File: src/rtl/dc_pkg.sv
// Shared types and duty helpers for the DC motor ramp scheduler.
package dc_pkg;

  typedef enum logic [1:0] {
    IDLE = 2'd0,
    RAMP = 2'd1,
    DEAD = 2'd2
  } dc_state_e;

  localparam int DUTY_W = 8;
  localparam logic [DUTY_W-1:0] DUTY_MAX = 8'd100;

  // Commands above full scale are treated as full scale.
  function automatic logic [DUTY_W-1:0] clamp_duty(input logic [DUTY_W-1:0] duty);
    logic [DUTY_W-1:0] res;
    if (duty > DUTY_MAX) begin
      res = DUTY_MAX;
    end else begin
      res = duty;
    end
    return res;
  endfunction

endpackage

File: src/rtl/dc_ramp_sched_if.sv
// Target duty/direction command handshake into the ramp scheduler.
interface dc_ramp_sched_if;
  import dc_pkg::*;

  logic              cmd_valid;
  logic              cmd_ready;
  logic [DUTY_W-1:0] cmd_duty;
  logic              cmd_dir;

  modport master (output cmd_valid, output cmd_duty, output cmd_dir, input cmd_ready);
  modport slave  (input cmd_valid, input cmd_duty, input cmd_dir, output cmd_ready);

endinterface

File: src/rtl/dc_tick_gen.sv
// Free-running microsecond and duty-step prescalers; only rst clears them.
module dc_tick_gen #(
  parameter int CLK_FRE = 50,
  parameter int STEP_US = 1000
) (
  input  logic clk,
  input  logic rst,
  output logic us_tick,
  output logic step_tick
);

  localparam int US_W   = (CLK_FRE > 1) ? $clog2(CLK_FRE) : 1;
  localparam int STEP_W = (STEP_US > 1) ? $clog2(STEP_US) : 1;
  localparam logic [US_W-1:0]   US_LAST   = US_W'(CLK_FRE - 1);
  localparam logic [STEP_W-1:0] STEP_LAST = STEP_W'(STEP_US - 1);

  logic [US_W-1:0]   us_cnt_q, us_cnt_d;
  logic [STEP_W-1:0] step_cnt_q, step_cnt_d;

  // Tick decode and counter advance.
  always_comb begin
    us_tick   = (us_cnt_q == US_LAST);
    step_tick = us_tick && (step_cnt_q == STEP_LAST);
    if (us_tick) begin
      us_cnt_d = '0;
    end else begin
      us_cnt_d = us_cnt_q + US_W'(1);
    end
    if (step_tick) begin
      step_cnt_d = '0;
    end else if (us_tick) begin
      step_cnt_d = step_cnt_q + STEP_W'(1);
    end else begin
      step_cnt_d = step_cnt_q;
    end
  end

  // Prescaler registers.
  always_ff @(posedge clk) begin
    if (rst) begin
      us_cnt_q   <= '0;
      step_cnt_q <= '0;
    end else begin
      us_cnt_q   <= us_cnt_d;
      step_cnt_q <= step_cnt_d;
    end
  end

endmodule

File: src/rtl/dc_ramp_sched.sv
// Soft-start / reversal scheduler: ramps PWM duty 1% per step, brakes through a
// dead time before flipping direction.
module dc_ramp_sched
  import dc_pkg::*;
#(
  parameter int CLK_FRE = 50,
  parameter int STEP_US = 1000,
  parameter int DEAD_US = 20000
) (
  input  logic              clk,
  input  logic              rst,
  input  logic              estop,
  dc_ramp_sched_if.slave    cmd,
  output logic [DUTY_W-1:0] dc_duty,
  output logic              dc_dir,
  output logic              busy,
  output logic              brake
);

  localparam int DEAD_W = (DEAD_US > 1) ? $clog2(DEAD_US) : 1;
  localparam logic [DEAD_W-1:0] DEAD_LAST = DEAD_W'(DEAD_US - 1);

  dc_state_e         state_q, state_d;
  logic [DUTY_W-1:0] duty_q, duty_d;
  logic [DUTY_W-1:0] target_q, target_d;
  logic              dir_q, dir_d;
  logic              pend_q, pend_d;
  logic              pend_dir_q, pend_dir_d;
  logic [DEAD_W-1:0] dead_cnt_q, dead_cnt_d;

  logic              us_tick_s, step_tick_s;
  logic              cmd_ready_s, accept_s;
  logic [DUTY_W-1:0] eff_target_s, step_duty_s, cmd_duty_s;

  dc_tick_gen #(
    .CLK_FRE (CLK_FRE),
    .STEP_US (STEP_US)
  ) u_tick_gen (
    .clk       (clk),
    .rst       (rst),
    .us_tick   (us_tick_s),
    .step_tick (step_tick_s)
  );

  // A pending reversal forces the ramp toward zero before the dead time.
  always_comb begin
    cmd_ready_s  = !estop && (state_q != DEAD);
    accept_s     = cmd.cmd_valid && cmd_ready_s;
    cmd_duty_s   = clamp_duty(cmd.cmd_duty);
    eff_target_s = pend_q ? 8'd0 : target_q;
    if (duty_q < eff_target_s) begin
      step_duty_s = duty_q + 8'd1;
    end else if (duty_q > eff_target_s) begin
      step_duty_s = duty_q - 8'd1;
    end else begin
      step_duty_s = duty_q;
    end
  end

  // Next-state logic: estop beats commands; an accepted command overrides the
  // state decision taken by the ramp/dead handling.
  always_comb begin
    state_d    = state_q;
    duty_d     = duty_q;
    target_d   = target_q;
    dir_d      = dir_q;
    pend_d     = pend_q;
    pend_dir_d = pend_dir_q;
    dead_cnt_d = '0;
    if (estop) begin
      state_d  = IDLE;
      duty_d   = 8'd0;
      target_d = 8'd0;
      pend_d   = 1'b0;
    end else begin
      case (state_q)
        IDLE: begin
          state_d = IDLE;
        end
        RAMP: begin
          if (step_tick_s) begin
            duty_d = step_duty_s;
          end else begin
            duty_d = duty_q;
          end
          if (duty_d == eff_target_s) begin
            state_d = pend_q ? DEAD : IDLE;
          end else begin
            state_d = RAMP;
          end
        end
        DEAD: begin
          duty_d     = 8'd0;
          dead_cnt_d = dead_cnt_q;
          if (us_tick_s && (dead_cnt_q == DEAD_LAST)) begin
            dir_d   = pend_dir_q;
            pend_d  = 1'b0;
            state_d = (target_q != 8'd0) ? RAMP : IDLE;
          end else if (us_tick_s) begin
            dead_cnt_d = dead_cnt_q + DEAD_W'(1);
          end else begin
            dead_cnt_d = dead_cnt_q;
          end
        end
        default: begin
          state_d = IDLE;
          duty_d  = 8'd0;
        end
      endcase

      if (accept_s) begin
        target_d = cmd_duty_s;
        if ((cmd.cmd_dir == dir_q) || (duty_q == 8'd0)) begin
          dir_d   = cmd.cmd_dir;
          pend_d  = 1'b0;
          state_d = (cmd_duty_s != duty_d) ? RAMP : IDLE;
        end else begin
          pend_d     = 1'b1;
          pend_dir_d = cmd.cmd_dir;
          state_d    = RAMP;
        end
      end else begin
        target_d = target_d;
      end
    end
  end

  // State registers.
  always_ff @(posedge clk) begin
    if (rst) begin
      state_q    <= IDLE;
      duty_q     <= 8'd0;
      target_q   <= 8'd0;
      dir_q      <= 1'b0;
      pend_q     <= 1'b0;
      pend_dir_q <= 1'b0;
      dead_cnt_q <= '0;
    end else begin
      state_q    <= state_d;
      duty_q     <= duty_d;
      target_q   <= target_d;
      dir_q      <= dir_d;
      pend_q     <= pend_d;
      pend_dir_q <= pend_dir_d;
      dead_cnt_q <= dead_cnt_d;
    end
  end

  assign cmd.cmd_ready = cmd_ready_s;
  assign dc_duty       = duty_q;
  assign dc_dir        = dir_q;
  assign busy          = (state_q != IDLE);
  assign brake         = (state_q == DEAD);

endmodule
File: src/flat_wrapper.sv
// flat-port wrapper written by rule: the top's interface ports become plain ports
module dc_ramp_sched_flat import dc_pkg::*;
#(
  parameter int CLK_FRE = 50,
  parameter int STEP_US = 1000,
  parameter int DEAD_US = 20000
)
  (clk, rst, estop, dc_duty, dc_dir, busy, brake, cmd_cmd_valid, cmd_cmd_duty, cmd_cmd_dir, cmd_cmd_ready);
  dc_ramp_sched_if cmd_i ();
  input  logic clk;
  input  logic rst;
  input  logic estop;
  output logic [DUTY_W-1:0] dc_duty;
  output logic dc_dir;
  output logic busy;
  output logic brake;
  input wire logic [$bits(cmd_i.cmd_valid)-1:0] cmd_cmd_valid;
  input wire logic [$bits(cmd_i.cmd_duty)-1:0] cmd_cmd_duty;
  input wire logic [$bits(cmd_i.cmd_dir)-1:0] cmd_cmd_dir;
  output wire logic [$bits(cmd_i.cmd_ready)-1:0] cmd_cmd_ready;
  assign cmd_i.cmd_valid = cmd_cmd_valid;
  assign cmd_i.cmd_duty = cmd_cmd_duty;
  assign cmd_i.cmd_dir = cmd_cmd_dir;
  assign cmd_cmd_ready = cmd_i.cmd_ready;
  dc_ramp_sched #(.CLK_FRE(CLK_FRE), .STEP_US(STEP_US), .DEAD_US(DEAD_US)) u_core (.clk(clk), .rst(rst), .estop(estop), .cmd(cmd_i), .dc_duty(dc_duty), .dc_dir(dc_dir), .busy(busy), .brake(brake));
endmodule
File: config.mk
export PLATFORM = sky130hd
export DESIGN_NAME = dc_ramp_sched_flat
export DESIGN_NICKNAME = d
export VERILOG_FILES = /design/src/rtl/dc_pkg.sv /design/src/rtl/dc_ramp_sched_if.sv /design/src/rtl/dc_tick_gen.sv /design/src/rtl/dc_ramp_sched.sv /design/src/flat_wrapper.sv
export SDC_FILE = /design/constraint.sdc
export NUM_CORES = 1
export LEC_CHECK = 0
export CORE_UTILIZATION = 45
export DETAILED_ROUTE_END_ITERATION = 8
export PLACE_DENSITY_LB_ADDON = 0.08
export SETUP_SLACK_MARGIN = 0.05
export SLEW_MARGIN = 20
export SYNTH_ARGS = -nofsm -noshare
export SYNTH_HDL_FRONTEND = slang
export SYNTH_HIERARCHICAL = 1
export SYNTH_SLANG_ARGS = --single-unit
File: constraint.sdc
create_clock -name clk -period 6.1 [get_ports clk]
set_clock_uncertainty 0.05 [all_clocks]
set_input_delay 1.22 -clock clk [delete_from_list [all_inputs] [get_ports clk]]
set_output_delay 1.22 -clock clk [all_outputs]
set_load 0.02 [all_outputs]
==> results of run 1 <==
-- kinds of logic (layout without fill, tap and decap cells) --
group	Yosys count	after routing
flip-flops	52	52
AO/OA/AOI/OAI	79	79
multiplexers	6	6
adder cells (fa/ha/maj)	18	18
AND/OR/NAND/NOR	202	202
XOR/XNOR	44	44
buffers and inverters	28	47
-- power groups by stage --
stage / sequential, mW / clock (mW) / combinational (mW)
2_1_floorplan: 0.353 / 0 / 0.0405
3_3_place_gp: 0.353 / 0 / 0.0627
3_5_place_dp: 0.353 / 0 / 0.0630
4_1_cts: 0.345 / 0.279 / 0.0635
5_1_grt: 0.346 / 0.288 / 0.0702
6_report: 0.345 / 0.270 / 0.0642
-- routing by layer --
metal,track usage,part of all wire,up-vias
li1,-,-,1556
met1,0.291,0.47,1449
met2,0.376,0.47,80
met3,0.0299,0.033,15
met4,0.0821,0.024,0
met5,0,0,-
-- per-stage QoR --
stage | utilization | hold WS [ps] | power [mW]
final | 0.528 | 424 | 0.679
after global routing | 0.528 | 451 | 0.705
after CTS | 0.528 | 430 | 0.688
after detailed placement | 0.510 | 407 | 0.416
after global placement | 0.510 | 397 | 0.416
after floorplan | - | 383 | 0.393
-- worst max-delay path by stage --
stage	end	slack, ps	cells past startpoint
finish	cmd_cmd_ready	2320	3
global route	cmd_cmd_ready	2250	3
CTS	cmd_cmd_ready	2290	3
detailed placement	cmd_cmd_ready	2300	3
global placement	cmd_cmd_ready	2350	3
floorplan	u_core/state_q[0]	3030	13
-- layout make-up --
cell class              count  area share
inverters                  15      0.0147
clock inverters             2      0.0157
clock buffers               5      0.0180
multi-input cells         349       0.583
well taps                  99      0.0323
flip-flops and latches     52       0.272
repair buffers             25      0.0647
-- synthesized netlist by cell type, types with 3 or more instances --
| cell | count |
|---|---|
| nor2_1 | 56 |
| dfxtp_1 | 52 |
| nand2_1 | 46 |
| a21oi_1 | 27 |
| xnor2_1 | 27 |
| nand3_1 | 19 |
| ha_1 | 18 |
| xor2_1 | 17 |
| inv_1 | 15 |
| nor3_1 | 14 |
| clkbuf_1 | 10 |
| o21ai_0 | 10 |
| nand2b_1 | 9 |
| nand4_1 | 9 |
| nor4_1 | 8 |
| and3_1 | 7 |
| or3_1 | 6 |
| a211oi_1 | 5 |
| a31oi_1 | 4 |
| mux2i_1 | 4 |
| nor4b_1 | 4 |
| and2_1 | 3 |
| nand4b_1 | 3 |
| nor2b_1 | 3 |
| o21ai_1 | 3 |
| o221ai_1 | 3 |
| or2_2 | 3 |
-- sequential cells by signal (all words and copies together), names as in the netlist --
register / flops
u_core/pend_dir_q: 1
u_core/state_q: 2
u_core/dc_duty: 8
u_core/pend_q: 1
u_core/dead_cnt_q: 15
u_core/dc_dir: 1
u_core/target_q: 8
u_core/u_tick_gen/step_cnt_q: 10
u_core/u_tick_gen/us_cnt_q: 6
==> results.toml, run 1 <==
[outcome]
outcome = "finished, final reports clean"

[synth]
ys_dominant_reg_cell = "dfxtp_1"
synth_mux_area_frac = 0.0196
synth_top_family_by_area = "simple AND/OR/NAND/NOR gates"
ys_seq_area_frac = 0.307
async_reset_ff_frac = 0
syn_area_per_cell_sq_um = 7.90
synth_area_leader_cell = "dfxtp_1"
synthCells = 429
synth_compound_area_frac = 0.156
synth_seq_cells = 52
synth_fa_ha_area_frac = 0.0665
ys_warn_count = 6
synth_top_area_share = 0.307
synth_area_leaders = "dfxtp_1, xnor2_1, ha_1, nor2_1, nand2_1"
syn_nets = 460
synth-edff-count = 0
synth-xor-area-share = 0.114
synth.distinct_cells = 64
yosys.area_share.simple = 0.303
netlist_area_sq_mm = 0.00339

[timing]
rsz0062_at_grt = "no"
setup_tns_ps = 0
min_period_ps = 3780
worst_pin_slew_ps = 664
slew_violations = 0
fin_crit_sh = 0.620
setup_viol = 0
setup_slack_ps = 2320
final_hold_viol_count = 0
relSlewSlack = 0.555
fmax_ghz = 0.264

[route]
drt_iter0_drc = 153
dr.pass1.iters = 5
post_drt_wl_per_cell_um = 15.2
vias = 3100
postRouteAntennaNets = 0
via_per_inst = 5.67
remaining_drc_errors = 0
drt_wl_total_mm = 8.31

[layout]
final_cells = 547
final_cell_mix = "nor2_1, dfxtp_1, nand2_1, a21oi_1, xnor2_1"
syn_to_final_growth_pct = 13.1
final_common_cell = "nor2_1"
fin_nets = 479
fillCellCount = 739
multi_input_area_sq_mm = 0.00223
layout-drive-gt1-share = 0.0536
final-seq-area_sq_mm = 0.00104
stdcell_area_sq_mm = 0.00383
diodes = 0

[clock_network]
clk_pin_slew_ps = 90
numClockSinks = 52
hold_buffers = 0
cts_root_buf = "clkbuf_8"
cts_buffers = 5
clk_path_buf_depth = 2
tritoncts = "yes"
post-cts-setup-buffer-count = 0
clkLatencyLatePin_ps = 300
cts_resized = 0
cts_max_level = 2

[placement]
gp_congestion = 0.854
hpwl_mm = 6.31
postPlaceCellArea_sq_mm = 0.00370
dp.cells = 540
dp_slack_ps = 2300
port_buffers = 24

[power]
intPower_mw = 0.530
switching_share = 0.220
powerDensity_mw_per_mm2 = 177
power_frac_comb = 0.094
leakagePower_nw = 1.30
ir_drop_mv = 0.151
p_seq_frac = 0.508
switching_power_mw = 0.150
pwr-share-clk = 0.397

[worst_setup_path]
endpoint_kind = "primary output"
cp_max_fo = 5
arrival_ps = 2510
crit_start = "estop"
crit_type = "input pin to primary output"
startpoint_type = "input pin"
path_common_cell = "clkdlybuf4s50_1"
rr_endpoint = "u_core/state_q[0]"
reg2reg_from = "u_core/pend_q"
cp_top_family = "buffers and inverters"
cp_cell_sequence = "clkdlybuf4s50_1 -> nor2_1 -> clkdlybuf4s50_1"
ff2ff_setup_slack_ps = 2560
critPathSlowestCell = "clkdlybuf4s50_1"
critPathMaxStageDelay_ps = 630
ff2ff_path_depth = 12
cp_num_buf_inv = 2
required_ps = 4830

[floorplanning]
initial_utilization = 0.467
die_x_um = 88.8
pin_count = 25
die_area_sq_mm = 0.00788
core_sq_mm = 0.00725
num_rows = 31
die_h_um = 88.8

[global_route]
grt_start_max_net_pins = 17
grt_pass1_wl_mm = 13.5
grt-ovfl-total = 0
antenna_found_initial = 0
grt_pass1_vias = 2799
globalRouteTotalUtil = 0.223

[hold_path]
hold_path_depth = 1
hold_class = "flop to flop"
min_from = "u_core/u_tick_gen/us_cnt_q[0]"
hold_end = "u_core/u_tick_gen/us_cnt_q[0]"

[run]
max_cap_viol_count = 0
Note: power is estimated with default switching activity, not from simulation.
==> inputs of run 2 (changes only) <==
==> constraint.sdc (replaced) <==
create_clock -name clk -period 3.7 [get_ports clk]
set_clock_uncertainty 0.05 [all_clocks]
set_input_delay 0.74 -clock clk [delete_from_list [all_inputs] [get_ports clk]]
set_output_delay 0.74 -clock clk [all_outputs]
set_load 0.02 [all_outputs]
==> run 2 against run 1 <==
Clock power up 52%. Via count down 1.2%. Register-to-register slack worse by 2300 ps. Largest power group unchanged. Clock-buffer cell count up 1. Flip-flop and latch count unchanged. Total power up 60%.
==> results.toml, run 2 (synthesis gave the netlist of run 1 again) <==
[worst_setup_path]
critPathSlowestCell = "dfxtp_1"
endpoint_kind = "flop"
ff2ff_setup_slack_ps = 300
cp_max_fo = 10
ff2ff_path_depth = 12
startpoint_type = "flop"
crit_start = "u_core/pend_q"
reg2reg_from = "u_core/pend_q"
rr_endpoint = "u_core/state_q[1]"
required_ps = 3890
endpoint = "u_core/state_q[1]"
critPathMaxStageDelay_ps = 480
crit_type = "flop to flop"
cp_cell_sequence = "nand2b_1 -> ha_1 -> nor2b_4 -> o211ai_2 -> a21o_1 -> and3_2 -> o21ai_2 -> xnor2_1 -> or3_1 -> nor4_2 -> nand4_1 -> a21oi_1"
arrival_ps = 3590

[global_route]
globalRouteTotalUtil = 0.228
grt_pass1_wl_mm = 13.7
grt_start_max_net_pins = 17
antenna_found_initial = 0
grt_pass1_vias = 2842
grt-ovfl-total = 0

[placement]
hpwl_mm = 6.56
postPlaceCellArea_sq_mm = 0.00376
gp_congestion = 0.896
dp.cells = 548
port_buffers = 24

[floorplanning]
die_h_um = 88.8
initial_utilization = 0.467
die_area_sq_mm = 0.00788
pin_count = 25
die_x_um = 88.8
num_rows = 31
core_sq_mm = 0.00725

[layout]
reg_top3 = "u_core/dead_cnt_q: 15 flops, u_core/u_tick_gen/step_cnt_q: 10 flops"
final_common_cell = "nor2_1"
stdcell_area_sq_mm = 0.00389
largest_reg_flops = 15
utilization = 0.536
fin_nets = 487
diodes = 0
final_cells = 556
layout-drive-gt1-share = 0.0744
largest-register = "u_core/dead_cnt_q"
final_cell_mix = "nor2_1, dfxtp_1, nand2_1, a21oi_1, xnor2_1"
syn_to_final_growth_pct = 14.8

[timing]
final_hold_viol_count = 0
min_period_ps = 3400
fin_crit_sh = 0.918
setup_viol = 0
rsz0062_at_grt = "no"
fmax_ghz = 0.294
slew_violations = 0
relSlewSlack = 0.510
setup_tns_ps = 0
worst_pin_slew_ps = 727

[route]
drt_wl_total_mm = 8.58
dr.pass1.iters = 4
postRouteAntennaNets = 0
post_drt_wl_per_cell_um = 15.4
drt_iter0_drc = 157
via_per_inst = 5.51
vias = 3063
remaining_drc_errors = 0

[clock_network]
tritoncts = "yes"
clk_pin_slew_ps = 100
post-cts-setup-buffer-count = 0
hold_buffers = 0
numClockSinks = 52
cts_buffers = 5
cts_max_level = 2
clkLatencyLatePin_ps = 300
clk_path_buf_depth = 2
cts_root_buf = "clkbuf_8"

[outcome]
outcome = "finished, final reports clean"

[run]
max_cap_viol_count = 0

[hold_path]
hold_class = "flop to flop"
min_from = "u_core/u_tick_gen/us_cnt_q[0]"

[power]
ir_drop_mv = 0.206
powerDensity_mw_per_mm2 = 280
leakagePower_nw = 1.34
==> run 2: changes by cell type in the layout (fill, tap and decap cells not counted), sizes merged <==
cell	change
buf	+8
bufinv	-1
clkbuf	+1
clkinv	+1
==> run 2: critical path: cells and delay by family, from the launching register on <==
kind,cells,cell delay [ps]
xor+xnor,1,150
compound gates,4,760
fa+ha+maj,1,290
flops,1,480
simple gates,6,1600
==> run 2: worst min path at each step <==
stage	cells after the start	to	slack (ps)
floorplan	1	u_core/u_tick_gen/us_cnt_q[0]	380
global placement	1	u_core/u_tick_gen/us_cnt_q[0]	410
detailed placement	1	u_core/u_tick_gen/us_cnt_q[0]	410
CTS	1	u_core/u_tick_gen/us_cnt_q[0]	440
global route	2	u_core/dead_cnt_q[1]	460
finish	1	u_core/u_tick_gen/us_cnt_q[0]	430
==> run 2: per-layer routing <==
layer  vias to the layer above  part of all wire  wire [um]  track usage
met5                         -                 0          0            0
li1                       1574                 -          -            -
met4                         0             0.026        226       0.0997
met3                        16             0.042        364       0.0317
met1                      1388              0.46       3960        0.297
met2                        85              0.47       4030        0.376
==> run 2: layout make-up <==
cell class	count	area, sq um
Clock buffer	6	82.6
Timing Repair Buffer	33	308
Tap cell	99	124
Clock inverter	2	38.8
Sequential cell	52	1040
Inverter	15	56.3
Fill cell	698	3370
Multi-Input combinational cell	349	2240
==> run 2: where the power goes <==
group | switching, mW | total [mW] | internal [mW] | leakage [nW]
clock | 0.189 | 0.410 | 0.221 | 0.0614
combinational | 0.0648 | 0.109 | 0.0441 | 0.861
sequential | 0.00509 | 0.570 | 0.565 | 0.420
total | 0.259 | 1.09 | 0.830 | 1.34
==> run 2: through the flow <==
step | hold WS, ps | power, mW | setup slack, ps
3_3_place_gp | 405 | 0.690 | 361
5_1_grt | 457 | 1.14 | 77.2
6_report | 430 | 1.09 | 304
4_1_cts | 435 | 1.10 | 266
2_1_floorplan | 383 | 0.649 | 630
3_5_place_dp | 413 | 0.690 | 288
==> run 2: timing repair <==
item                                    in CTS  in global routing
resized for setup                            0                  1
endpoints found under the hold margin        0                  0
endpoints found under the setup margin       0                  2
